### src/rtl/lanectrl_dly_sequencer_if.sv
// Request handshake and per-lane delay-line strobes between training logic and lane controllers.
// Latency: none, this file holds only wiring.
// Backpressure: REQ_VALID/REQ_READY handshake; a request transfers on an edge where both are high.
interface lanectrl_dly_sequencer_if #(
    parameter int NUM_LANES = 4,
    parameter int TAP_W     = 8,
    parameter int LANE_W    = (NUM_LANES > 1) ? $clog2(NUM_LANES) : 1
);
    logic                       REQ_VALID;
    logic                       REQ_READY;
    logic [LANE_W-1:0]          REQ_LANE;
    logic [1:0]                 REQ_OP;
    logic [TAP_W-1:0]           REQ_STEPS;
    logic                       DONE;
    logic                       DONE_ERR;
    logic                       HS_IO_CLK_PAUSE;
    logic [NUM_LANES-1:0]       DELAY_LINE_SEL;
    logic [NUM_LANES-1:0]       DELAY_LINE_LOAD;
    logic [NUM_LANES-1:0]       DELAY_LINE_DIRECTION;
    logic [NUM_LANES-1:0]       DELAY_LINE_MOVE;
    logic [NUM_LANES-1:0]       DELAY_LINE_OUT_OF_RANGE;
    logic [NUM_LANES*TAP_W-1:0] TAP_VALUE;

    // Training engine / lane-controller side
    modport master (
        output REQ_VALID, REQ_LANE, REQ_OP, REQ_STEPS, DELAY_LINE_OUT_OF_RANGE,
        input  REQ_READY, DONE, DONE_ERR, HS_IO_CLK_PAUSE, DELAY_LINE_SEL,
               DELAY_LINE_LOAD, DELAY_LINE_DIRECTION, DELAY_LINE_MOVE, TAP_VALUE
    );

    // Sequencer side
    modport slave (
        input  REQ_VALID, REQ_LANE, REQ_OP, REQ_STEPS, DELAY_LINE_OUT_OF_RANGE,
        output REQ_READY, DONE, DONE_ERR, HS_IO_CLK_PAUSE, DELAY_LINE_SEL,
               DELAY_LINE_LOAD, DELAY_LINE_DIRECTION, DELAY_LINE_MOVE, TAP_VALUE
    );
endinterface

### src/rtl/lanectrl_dly_sequencer.sv
// Sequences one delay-line tap adjustment at a time, bracketed by a clock-pause window.
// Latency: accept->DONE = 1+PAUSE_PRE+2*steps+PAUSE_POST (load: steps=1; invalid request: 1); all outputs registered.
// Backpressure: REQ_READY high only while idle; next request accepted the cycle after DONE.
module lanectrl_dly_sequencer #(
    parameter int NUM_LANES  = 4,
    parameter int TAP_W      = 8,
    parameter int RESET_TAP  = 1,
    parameter int PAUSE_PRE  = 2,
    parameter int PAUSE_POST = 2
) (
    input logic FAB_CLK,
    input logic RESET,
    lanectrl_dly_sequencer_if.slave bus
);
    localparam int LANE_W = (NUM_LANES > 1) ? $clog2(NUM_LANES) : 1;
    localparam int CNT_W  = $clog2(((PAUSE_PRE > PAUSE_POST) ? PAUSE_PRE : PAUSE_POST) + 1);

    localparam logic [2:0] ST_IDLE = 3'd0;
    localparam logic [2:0] ST_PRE  = 3'd1;
    localparam logic [2:0] ST_ACT  = 3'd2;
    localparam logic [2:0] ST_POST = 3'd3;
    localparam logic [2:0] ST_FIN  = 3'd4;

    localparam logic [1:0] OP_INC  = 2'b00;
    localparam logic [1:0] OP_DEC  = 2'b01;
    localparam logic [1:0] OP_LOAD = 2'b10;
    localparam logic [1:0] OP_RSV  = 2'b11;

    localparam logic [TAP_W-1:0] TAP_RST  = TAP_W'(RESET_TAP);
    localparam logic [CNT_W-1:0] CNT_PRE  = CNT_W'(PAUSE_PRE - 1);
    localparam logic [CNT_W-1:0] CNT_POST = CNT_W'(PAUSE_POST - 1);

    // Sequencing state
    logic [2:0]                 state_q, state_nxt;
    logic [CNT_W-1:0]           cnt_q, cnt_nxt;
    logic [TAP_W-1:0]           steps_q, steps_nxt;
    logic                       slot_b_q, slot_b_nxt;
    logic                       err_q, err_nxt;
    logic [LANE_W-1:0]          lane_q, lane_nxt;
    logic [1:0]                 op_q, op_nxt;
    logic [NUM_LANES*TAP_W-1:0] tap_q, tap_nxt;

    // Registered outputs
    logic                 ready_q, done_q, done_err_q, pause_q;
    logic [NUM_LANES-1:0] sel_q, load_q, dir_q, move_q;
    logic                 pause_nxt;
    logic [NUM_LANES-1:0] sel_nxt, load_nxt, dir_nxt, move_nxt;

    // Slot helpers
    logic             start_slot, move_pulse, load_pulse;
    logic [TAP_W-1:0] cur_tap;
    logic             oor_sel;
    logic             at_limit;

    // Shadow tap and out-of-range status of the captured lane
    always_comb begin
        cur_tap = '0;
        oor_sel = 1'b0;
        for (int i = 0; i < NUM_LANES; i++) begin
            if (lane_q == LANE_W'(i)) begin
                cur_tap = tap_q[i*TAP_W +: TAP_W];
                oor_sel = bus.DELAY_LINE_OUT_OF_RANGE[i];
            end
        end
    end

    assign at_limit = (op_q == OP_INC) ? (cur_tap == '1) : (cur_tap == '0);

    // Next-state logic; a new slot is entered from the end of PRE or a clean cycle B
    always_comb begin
        state_nxt  = state_q;
        cnt_nxt    = cnt_q;
        steps_nxt  = steps_q;
        slot_b_nxt = slot_b_q;
        err_nxt    = err_q;
        lane_nxt   = lane_q;
        op_nxt     = op_q;
        tap_nxt    = tap_q;
        start_slot = 1'b0;
        move_pulse = 1'b0;
        load_pulse = 1'b0;
        case (state_q)
            ST_IDLE: begin
                if (bus.REQ_VALID && ready_q) begin
                    lane_nxt  = bus.REQ_LANE;
                    op_nxt    = bus.REQ_OP;
                    steps_nxt = bus.REQ_STEPS;
                    err_nxt   = 1'b0;
                    if ((int'(bus.REQ_LANE) < NUM_LANES) && (bus.REQ_OP != OP_RSV)) begin
                        state_nxt = ST_PRE;
                        cnt_nxt   = CNT_PRE;
                    end else begin
                        state_nxt = ST_FIN;
                        err_nxt   = 1'b1;
                    end
                end
            end
            ST_PRE: begin
                if (cnt_q != '0) begin
                    cnt_nxt = cnt_q - CNT_W'(1);
                end else if ((op_q != OP_LOAD) && (steps_q == '0)) begin
                    state_nxt = ST_POST;
                    cnt_nxt   = CNT_POST;
                end else begin
                    start_slot = 1'b1;
                end
            end
            ST_ACT: begin
                if (!slot_b_q) begin
                    // A saturated slot already carries the error; it ends here without a pulse
                    if (err_q) begin
                        state_nxt = ST_POST;
                        cnt_nxt   = CNT_POST;
                    end else begin
                        slot_b_nxt = 1'b1;
                    end
                end else if (op_q == OP_LOAD) begin
                    state_nxt = ST_POST;
                    cnt_nxt   = CNT_POST;
                end else if (oor_sel) begin
                    err_nxt   = 1'b1;
                    state_nxt = ST_POST;
                    cnt_nxt   = CNT_POST;
                end else begin
                    steps_nxt = steps_q - TAP_W'(1);
                    if (steps_q == TAP_W'(1)) begin
                        state_nxt = ST_POST;
                        cnt_nxt   = CNT_POST;
                    end else begin
                        start_slot = 1'b1;
                    end
                end
            end
            ST_POST: begin
                if (cnt_q != '0) begin
                    cnt_nxt = cnt_q - CNT_W'(1);
                end else begin
                    state_nxt = ST_FIN;
                end
            end
            ST_FIN: begin
                state_nxt = ST_IDLE;
                err_nxt   = 1'b0;
            end
            default: begin
                state_nxt = ST_IDLE;
                err_nxt   = 1'b0;
            end
        endcase

        if (start_slot) begin
            state_nxt  = ST_ACT;
            slot_b_nxt = 1'b0;
            if (op_q == OP_LOAD) begin
                load_pulse = 1'b1;
            end else if (at_limit) begin
                err_nxt = 1'b1;
            end else begin
                move_pulse = 1'b1;
            end
            for (int i = 0; i < NUM_LANES; i++) begin
                if (lane_q == LANE_W'(i)) begin
                    if (load_pulse) begin
                        tap_nxt[i*TAP_W +: TAP_W] = TAP_RST;
                    end else if (move_pulse) begin
                        tap_nxt[i*TAP_W +: TAP_W] = (op_q == OP_INC) ? cur_tap + TAP_W'(1)
                                                                     : cur_tap - TAP_W'(1);
                    end
                end
            end
        end
    end

    // Output values for the coming cycle, decoded from the next state
    always_comb begin
        sel_nxt   = '0;
        dir_nxt   = '0;
        move_nxt  = '0;
        load_nxt  = '0;
        pause_nxt = (state_nxt == ST_PRE) || (state_nxt == ST_ACT) || (state_nxt == ST_POST);
        for (int i = 0; i < NUM_LANES; i++) begin
            sel_nxt[i]  = pause_nxt && (lane_nxt == LANE_W'(i));
            dir_nxt[i]  = sel_nxt[i] && (op_nxt == OP_INC);
            move_nxt[i] = move_pulse && (lane_q == LANE_W'(i));
            load_nxt[i] = load_pulse && (lane_q == LANE_W'(i));
        end
    end

    // State and output registers
    always_ff @(posedge FAB_CLK) begin
        if (RESET) begin
            state_q    <= ST_IDLE;
            cnt_q      <= '0;
            steps_q    <= '0;
            slot_b_q   <= 1'b0;
            err_q      <= 1'b0;
            lane_q     <= '0;
            op_q       <= OP_INC;
            tap_q      <= {NUM_LANES{TAP_RST}};
            ready_q    <= 1'b0;
            done_q     <= 1'b0;
            done_err_q <= 1'b0;
            pause_q    <= 1'b0;
            sel_q      <= '0;
            load_q     <= '0;
            dir_q      <= '0;
            move_q     <= '0;
        end else begin
            state_q    <= state_nxt;
            cnt_q      <= cnt_nxt;
            steps_q    <= steps_nxt;
            slot_b_q   <= slot_b_nxt;
            err_q      <= err_nxt;
            lane_q     <= lane_nxt;
            op_q       <= op_nxt;
            tap_q      <= tap_nxt;
            ready_q    <= (state_nxt == ST_IDLE);
            done_q     <= (state_nxt == ST_FIN);
            done_err_q <= (state_nxt == ST_FIN) && err_nxt;
            pause_q    <= pause_nxt;
            sel_q      <= sel_nxt;
            load_q     <= load_nxt;
            dir_q      <= dir_nxt;
            move_q     <= move_nxt;
        end
    end

    assign bus.REQ_READY            = ready_q;
    assign bus.DONE                 = done_q;
    assign bus.DONE_ERR             = done_err_q;
    assign bus.HS_IO_CLK_PAUSE      = pause_q;
    assign bus.DELAY_LINE_SEL       = sel_q;
    assign bus.DELAY_LINE_LOAD      = load_q;
    assign bus.DELAY_LINE_DIRECTION = dir_q;
    assign bus.DELAY_LINE_MOVE      = move_q;
    assign bus.TAP_VALUE            = tap_q;
endmodule
### src/flat_wrapper.sv
// flat-port wrapper written by rule: the top's interface ports become plain ports
module lanectrl_dly_sequencer_flat 
#(
    parameter int NUM_LANES  = 4,
    parameter int TAP_W      = 8,
    parameter int RESET_TAP  = 1,
    parameter int PAUSE_PRE  = 2,
    parameter int PAUSE_POST = 2
)
  (FAB_CLK, RESET, bus_REQ_VALID, bus_REQ_LANE, bus_REQ_OP, bus_REQ_STEPS, bus_DELAY_LINE_OUT_OF_RANGE, bus_REQ_READY, bus_DONE, bus_DONE_ERR, bus_HS_IO_CLK_PAUSE, bus_DELAY_LINE_SEL, bus_DELAY_LINE_LOAD, bus_DELAY_LINE_DIRECTION, bus_DELAY_LINE_MOVE, bus_TAP_VALUE);
  lanectrl_dly_sequencer_if #(.NUM_LANES(NUM_LANES), .TAP_W(TAP_W)) bus_i ();
  input logic FAB_CLK;
  input logic RESET;
  input wire logic [$bits(bus_i.REQ_VALID)-1:0] bus_REQ_VALID;
  input wire logic [$bits(bus_i.REQ_LANE)-1:0] bus_REQ_LANE;
  input wire logic [$bits(bus_i.REQ_OP)-1:0] bus_REQ_OP;
  input wire logic [$bits(bus_i.REQ_STEPS)-1:0] bus_REQ_STEPS;
  input wire logic [$bits(bus_i.DELAY_LINE_OUT_OF_RANGE)-1:0] bus_DELAY_LINE_OUT_OF_RANGE;
  output wire logic [$bits(bus_i.REQ_READY)-1:0] bus_REQ_READY;
  output wire logic [$bits(bus_i.DONE)-1:0] bus_DONE;
  output wire logic [$bits(bus_i.DONE_ERR)-1:0] bus_DONE_ERR;
  output wire logic [$bits(bus_i.HS_IO_CLK_PAUSE)-1:0] bus_HS_IO_CLK_PAUSE;
  output wire logic [$bits(bus_i.DELAY_LINE_SEL)-1:0] bus_DELAY_LINE_SEL;
  output wire logic [$bits(bus_i.DELAY_LINE_LOAD)-1:0] bus_DELAY_LINE_LOAD;
  output wire logic [$bits(bus_i.DELAY_LINE_DIRECTION)-1:0] bus_DELAY_LINE_DIRECTION;
  output wire logic [$bits(bus_i.DELAY_LINE_MOVE)-1:0] bus_DELAY_LINE_MOVE;
  output wire logic [$bits(bus_i.TAP_VALUE)-1:0] bus_TAP_VALUE;
  assign bus_i.REQ_VALID = bus_REQ_VALID;
  assign bus_i.REQ_LANE = bus_REQ_LANE;
  assign bus_i.REQ_OP = bus_REQ_OP;
  assign bus_i.REQ_STEPS = bus_REQ_STEPS;
  assign bus_i.DELAY_LINE_OUT_OF_RANGE = bus_DELAY_LINE_OUT_OF_RANGE;
  assign bus_REQ_READY = bus_i.REQ_READY;
  assign bus_DONE = bus_i.DONE;
  assign bus_DONE_ERR = bus_i.DONE_ERR;
  assign bus_HS_IO_CLK_PAUSE = bus_i.HS_IO_CLK_PAUSE;
  assign bus_DELAY_LINE_SEL = bus_i.DELAY_LINE_SEL;
  assign bus_DELAY_LINE_LOAD = bus_i.DELAY_LINE_LOAD;
  assign bus_DELAY_LINE_DIRECTION = bus_i.DELAY_LINE_DIRECTION;
  assign bus_DELAY_LINE_MOVE = bus_i.DELAY_LINE_MOVE;
  assign bus_TAP_VALUE = bus_i.TAP_VALUE;
  lanectrl_dly_sequencer #(.NUM_LANES(NUM_LANES), .TAP_W(TAP_W), .RESET_TAP(RESET_TAP), .PAUSE_PRE(PAUSE_PRE), .PAUSE_POST(PAUSE_POST)) u_core (.FAB_CLK(FAB_CLK), .RESET(RESET), .bus(bus_i));
endmodule
### config.mk
export PLATFORM = sky130hd
export DESIGN_NAME = lanectrl_dly_sequencer_flat
export DESIGN_NICKNAME = d
export VERILOG_FILES = /design/src/rtl/lanectrl_dly_sequencer_if.sv /design/src/rtl/lanectrl_dly_sequencer.sv /design/src/flat_wrapper.sv
export SDC_FILE = /design/constraint.sdc
export NUM_CORES = 1
export LEC_CHECK = 0
export BUFFER_PORTS_ARGS = -buffer_cell sky130_fd_sc_hd__buf_2
export CORE_ASPECT_RATIO = 0.75
export CORE_MARGIN = 2
export CORE_UTILIZATION = 40
export DETAILED_ROUTE_END_ITERATION = 7
export GPL_ROUTABILITY_DRIVEN = 1
export REMOVE_ABC_BUFFERS = 1
export SYNTH_ARGS = -nofsm -noshare
export SYNTH_HDL_FRONTEND = slang
export SYNTH_SLANG_ARGS = --single-unit
export TNS_END_PERCENT = 10
### constraint.sdc
create_clock -name FAB_CLK -period 3.2 [get_ports FAB_CLK]
set_clock_uncertainty 0.2 [all_clocks]
set_input_delay 0.48 -clock FAB_CLK [delete_from_list [all_inputs] [get_ports FAB_CLK]]
set_output_delay 0.48 -clock FAB_CLK [all_outputs]
set_load 0.05 [all_outputs]
After elaboration in Yosys (flattened, before gate mapping)
Index checks and enable logic that the tools add are counted.
{ "classes": {"addsub": 4, "n_eq_ne": 27, "n_mux": 69, "reduce_logical": 41} }
{ "op_table": {"columns": ["operator", "count"], "rows": [
  ["two-way mux 8 bit", 11],
  ["two-way mux 3 bit", 11],
  ["two-way mux 1 bit", 28],
  ["two-way mux 2 bit", 14],
  ["logical AND 1 bit", 19],
  ["logical NOT 8 bit", 2],
  ["case mux 8 bit (2 select lines)", 1],
  ["subtractor 8 x 1 -> 8 bit (second input constant)", 2],
  ["equality test 3 x 2 -> 1 bit (second input constant)", 4],
  ["case mux 3 bit (4 select lines)", 1],
  ["AND reduction 3 bit", 4],
  ["equality test 2 bit (second input constant)", 5],
  ["adder 8 x 1 -> 8 bit (second input constant)", 1],
  ["equality test 8 x 1 -> 1 bit (second input constant)", 1],
  ["equality test 8 bit (second input constant)", 1],
  ["logical NOT 2 bit", 4],
  ["inequality test 2 x 1 -> 1 bit (second input constant)", 4],
  ["inequality test 2 bit (second input constant)", 4],
  ["case mux 2 bit (4 select lines)", 1],
  ["AND reduction 7 bit", 1],
  ["equality test 3 x 1 -> 1 bit (second input constant)", 2],
  ["logical NOT 3 bit", 2],
  ["inequality test 3 x 1 -> 1 bit (second input constant)", 2],
  ["nonzero test 2 bit", 3],
  ["10 further kinds", 13]
]} }
{ "totals": {"reg_bits": 71, "inputBits": 19, "out_inout_bits": 52, "elab_cells": 160} }

Depth between registers and ports, before layout
{ "depth": {"ltp_word": 15, "ltp_mapped": 10} }

Least setup slack after synthesis
Ideal clock, no wire load.
{ "synth_timing": {"path_kind": "register -> register", "start": "register u_core.lane_q[0]", "end": "register u_core.tap_q[31] (netlist: u_core.bus.TAP_VALUE[31])", "arrival_ns": 2.526, "setup_slack_ns": 0.334, "path_stages_with_launch": 10, "path_buffers": 1, "period_less_slack_ns": 2.866, "path_cell_list": "dfxtp_1 buf_6 mux4_2 ha_1 a21oi_1 nand2b_1 o2111a_1 a211oi_1 mux2i_1 a311oi_1"} }
{ "synth_between": {"elab_chain_len": 12, "elab_cells_between_ends": 29, "cone_classes": "add/sub: 2; eq/ne: 4; mux: 19; reduce/logical: 4"} }
{ "synth_rtl": {"columns": ["element", "line", "rtl"], "rows": [
  ["start, declared", "lanectrl_dly_sequencer.sv:39", "logic [LANE_W-1:0] lane_q, lane_nxt;"],
  ["start signal, assigned", "lanectrl_dly_sequencer.sv:214", "lane_q <= lane_nxt;"],
  ["logical NOT 2 bit", "lanectrl_dly_sequencer.sv:60", "if (lane_q == LANE_W'(i)) begin"],
  ["two-way mux 8 bit (4 in series)", "lanectrl_dly_sequencer.sv:60", null],
  ["equality test 8 bit / logical NOT 8 bit (equally long branches)", "lanectrl_dly_sequencer.sv:67", "assign at_limit = (op_q == OP_INC) ? (cur_tap == '1) : (cur_tap == '0);"],
  ["two-way mux 1 bit", "lanectrl_dly_sequencer.sv:67", null],
  ["two-way mux 1 bit", "lanectrl_dly_sequencer.sv:156", "end else if (at_limit) begin"],
  ["two-way mux 1 bit", "lanectrl_dly_sequencer.sv:154", "if (op_q == OP_LOAD) begin"],
  ["two-way mux 1 bit", "lanectrl_dly_sequencer.sv:151", "if (start_slot) begin"],
  ["nonzero test 2 bit (no line)", null, null],
  ["AND reduction 3 bit (no line)", null, null],
  ["end signal, assigned", "lanectrl_dly_sequencer.sv:199", "tap_q <= {NUM_LANES{TAP_RST}};"],
  ["end signal, assigned", "lanectrl_dly_sequencer.sv:216", "tap_q <= tap_nxt;"],
  ["end, declared", "lanectrl_dly_sequencer.sv:41", "logic [NUM_LANES*TAP_W-1:0] tap_q, tap_nxt;"]
]} }
Parallel ways exist; a longest one is shown, timed or not. The select of a mux whose other input is x is not followed.
A chain may end at the register's enable or synchronous reset.

Final worst setup path
{ "layout_timing": {"start": "register u_core.lane_q[0]", "end": "register u_core.tap_q[14] (netlist: u_core.bus.TAP_VALUE[14])"} }
Same word-level chain as after synthesis.

==> reports/results.ini <==
[outcome]
status=finished clean

[critical_path]
cp_cell_sequence=buf_12 -> mux4_1 -> ha_1 -> nor2b_1 -> o21ai_0 -> a21oi_1 -> o21a_1 -> o21a_1 -> o41ai_1
cp.required_ps=3220
rr_worst_depth=9
cp_top_family=compound AO/OA/AOI/OAI gates
critPathMaxFanout=11
critPathCaptureType=flip-flop
crit_path_start_kind=flip-flop
cpPeakStageDelay_ps=590
crit_path_frequent_cell=o21a_1
critical_path_class=reg2reg
cp_slowest_cell=mux4_1
crit_buf_inv=1
rr_endpoint=u_core.bus.TAP_VALUE[14]
worst_ep_arrival_time_ps=3070
r2r_setup_slack_ps=160
timing.rr.start=u_core.lane_q[0]

[logic_synthesis]
yosysMostFrequentCell=dfxtp_1
synth_top_area_frac=0.382
synth-edff-count=0
synth_area_leaders=dfxtp_1 38%, o21ai_0 6.6%, nor2b_1 5.4%, nor2_1 3.8%, ha_1 3.7%
yosysSeqAreaShare=0.382
synth_area_leader_cell=dfxtp_1
ys.flop_type=dfxtp_1
syn_inst=415
synth_area_um2=3720
yosysWarnings=0
ys_top_cells_by_count=71 x dfxtp_1, 49 x o21ai_0, 38 x nor2_1, 32 x nor2b_1, 21 x nand2_1
ys_seq_elements=71
synthDistinctLibCells=61
async_reset_ff_frac=0
syn_area_per_cell_um2=8.97

[floorplan]
num_rows=30
die_y_um=87.6
core_area_um2=9050
die_x_um=115
initial_utilization=0.412
ios=71
dieArea_um2=10100

[hold_path]
min_to=u_core.steps_q[0]
hp-class=in2reg
min_from=bus_REQ_STEPS[0]
min_path_cells=3

[placed_design]
pre_cts_slack_ps=135
dpl.hpwl_um=7190
place.port_buffers=70
globalplace.congestion=0.960

[route]
drt-met1-wl_um=5000
wl_met3_um=734
vias_per_cell=5.35
ant_nets=0
wl_per_cell_um=15.8
wl_um=9830
drc_errors=0
drt-initial-drc-count=189
top_layer=met4
via_count=3341
wl_met2_um=3970
dr.pass1.iters=4

[pwr]
power_frac_comb=0.328
switching_share=0.352
power.share.clock=0.339
p_leak_nw=1.95
pwr-share-seq=0.333
p_switching_w=0.00113
powerDensity_nw_per_um2=697
ir_drop_v=0.000379
internal_power_w=0.00207

[clocking]
cts_resized=0
root_buffer=clkbuf_16
numCtsBuffers=9
htree_levels=3
cts_tree=done
cts_setup_buffers=0
postCtsHoldBufs=0
clk_pin_slew_ps=60
cts_buffer_depth=2
clock_latency_ps=330
cts_sinks=71

[cells_and_area]
syn_to_final_growth_pct=23.1
fillerInstances=875
diodes=0
final_core_util=0.507
layout.nets=522
drive_gt1_frac=0.256

[sta]
finalMaxSlewViolations=0
relSlewSlack=0.567
setup_ws_ps=157
min_period_ps=3040
hold_viol_final=0
setup_viol=0
rsz0062_at_grt=yes
worst_pin_slew_ps=649
max_freq_ghz=0.329
final.period_utilization=0.951

[grt]
grt_pass1_wl_um=15600
antenna_found_initial=0
grt_use_total=0.204
grt_pass1_vias=2964
grt_max_degree=27
overflow=0

[run]
cap_viol_max_count=0

flip-flops by register name, indices dropped and copies added, names as in the netlist, 2 cells and up:
signal	count
u_core.bus.TAP_VALUE	32
u_core.steps_q	8
u_core.bus.DELAY_LINE_DIRECTION	4
u_core.bus.DELAY_LINE_LOAD	4
u_core.bus.DELAY_LINE_MOVE	4
u_core.bus.DELAY_LINE_SEL	4
u_core.state_q	3
u_core.cnt_q	2
u_core.lane_q	2
u_core.op_q	2
cell type report:
cell class,count,area [um2],area share
multi-input cells,309,2140,0.466
flip-flops and latches,71,1420,0.310
repair buffers,87,490,0.107
clock buffers,13,260,0.0568
well taps,128,160,0.0349
clock inverters,3,65.1,0.0142
inverters,13,48.8,0.0106
worst register-to-register path: cells and delay by family (launching register included):
kind,cells,cell delay (ps)
AO/OA/AOI/OAI,5,1150
multiplexers,1,590
adder cells (fa/ha/maj),1,350
AND/OR/NAND/NOR,1,150
buffers and inverters,1,150
flip-flops,1,350
kinds of logic (layout without fill, tap and decap cells):
family	count (synthesis)	after routing	share of synthesized area
adders and majority gates	12	12	0.0423
AOI/OAI and AO/OA	120	120	0.206
DFF	71	71	0.382
xor gates and xnor gates	4	4	0.00941
and+or+nand+nor	151	151	0.225
buffers and inverters	35	116	0.0464
muxes	22	22	0.0894
per-layer routing:
| layer | vias to the layer above | track usage |
|---|---|---|
| met5 | - | 0 |
| met1 | 1551 | 0.304 |
| met4 | 0 | 0.0635 |
| met2 | 118 | 0.280 |
| met3 | 12 | 0.0609 |
| li1 | 1660 | - |
power by group through the flow:
stage | combinational (W) | clock, W | sequential (W)
detailed placement | 0.00104 | 0 | 0.00108
finish | 0.00105 | 0.00108 | 0.00106
global placement | 0.00103 | 0 | 0.00108
CTS | 0.00105 | 0.00111 | 0.00106
floorplan | 0.000598 | 0 | 0.00122
global route | 0.00117 | 0.00115 | 0.00107
metrics by stage:
step                cell area [um2]  hold slack (ps)  power, W  TNS, ps  instances
floorplan                      3600              267   0.00182        0        393
global placement               4250              280   0.00211        0        608
detailed placement             4250              291   0.00212        0        608
CTS                            4580              207   0.00322        0        624
global route                   4580              230   0.00339    -14.8        624
finish                         4580              220   0.00320        0        624
placed cells by master, fill, tap and decap left out, drive strengths merged, types with 2 or more instances in the layout:
cell type	n
o21a	2
or3b	2
nand3b	3
nand2b	11
xnor2	4
and3	2
buf	87
and2	4
mux2	4
bufinv	2
a21oi	13
nand3	8
clkbuf	13
nor3	18
a221oi	2
nor2b	32
o21bai	2
a22o	2
ha	11
dfxtp	71
o22ai	6
a41oi	2
nor3b	2
mux2i	10
nand2	22
o21ai	67
a22oi	5
inv	13
nor4	2
nor2	38
a311oi	3
o41ai	8
mux4	8
worst max-delay path by stage:
stage	endpoint	slack [ps]	cells after the start	start
finish	u_core.bus.TAP_VALUE[14]	160	9	u_core.lane_q[0]
global route	u_core.bus.TAP_VALUE[23]	-10	9	u_core.lane_q[0]
CTS	u_core.bus.TAP_VALUE[31]	110	9	u_core.lane_q[0]
detailed placement	u_core.bus.TAP_VALUE[31]	130	9	u_core.lane_q[0]
global placement	u_core.bus.TAP_VALUE[31]	190	9	u_core.lane_q[0]
floorplan	u_core.bus.TAP_VALUE[31]	40	8	u_core.lane_q[0]
No activity file was read; power rests on OpenSTA's default activity.
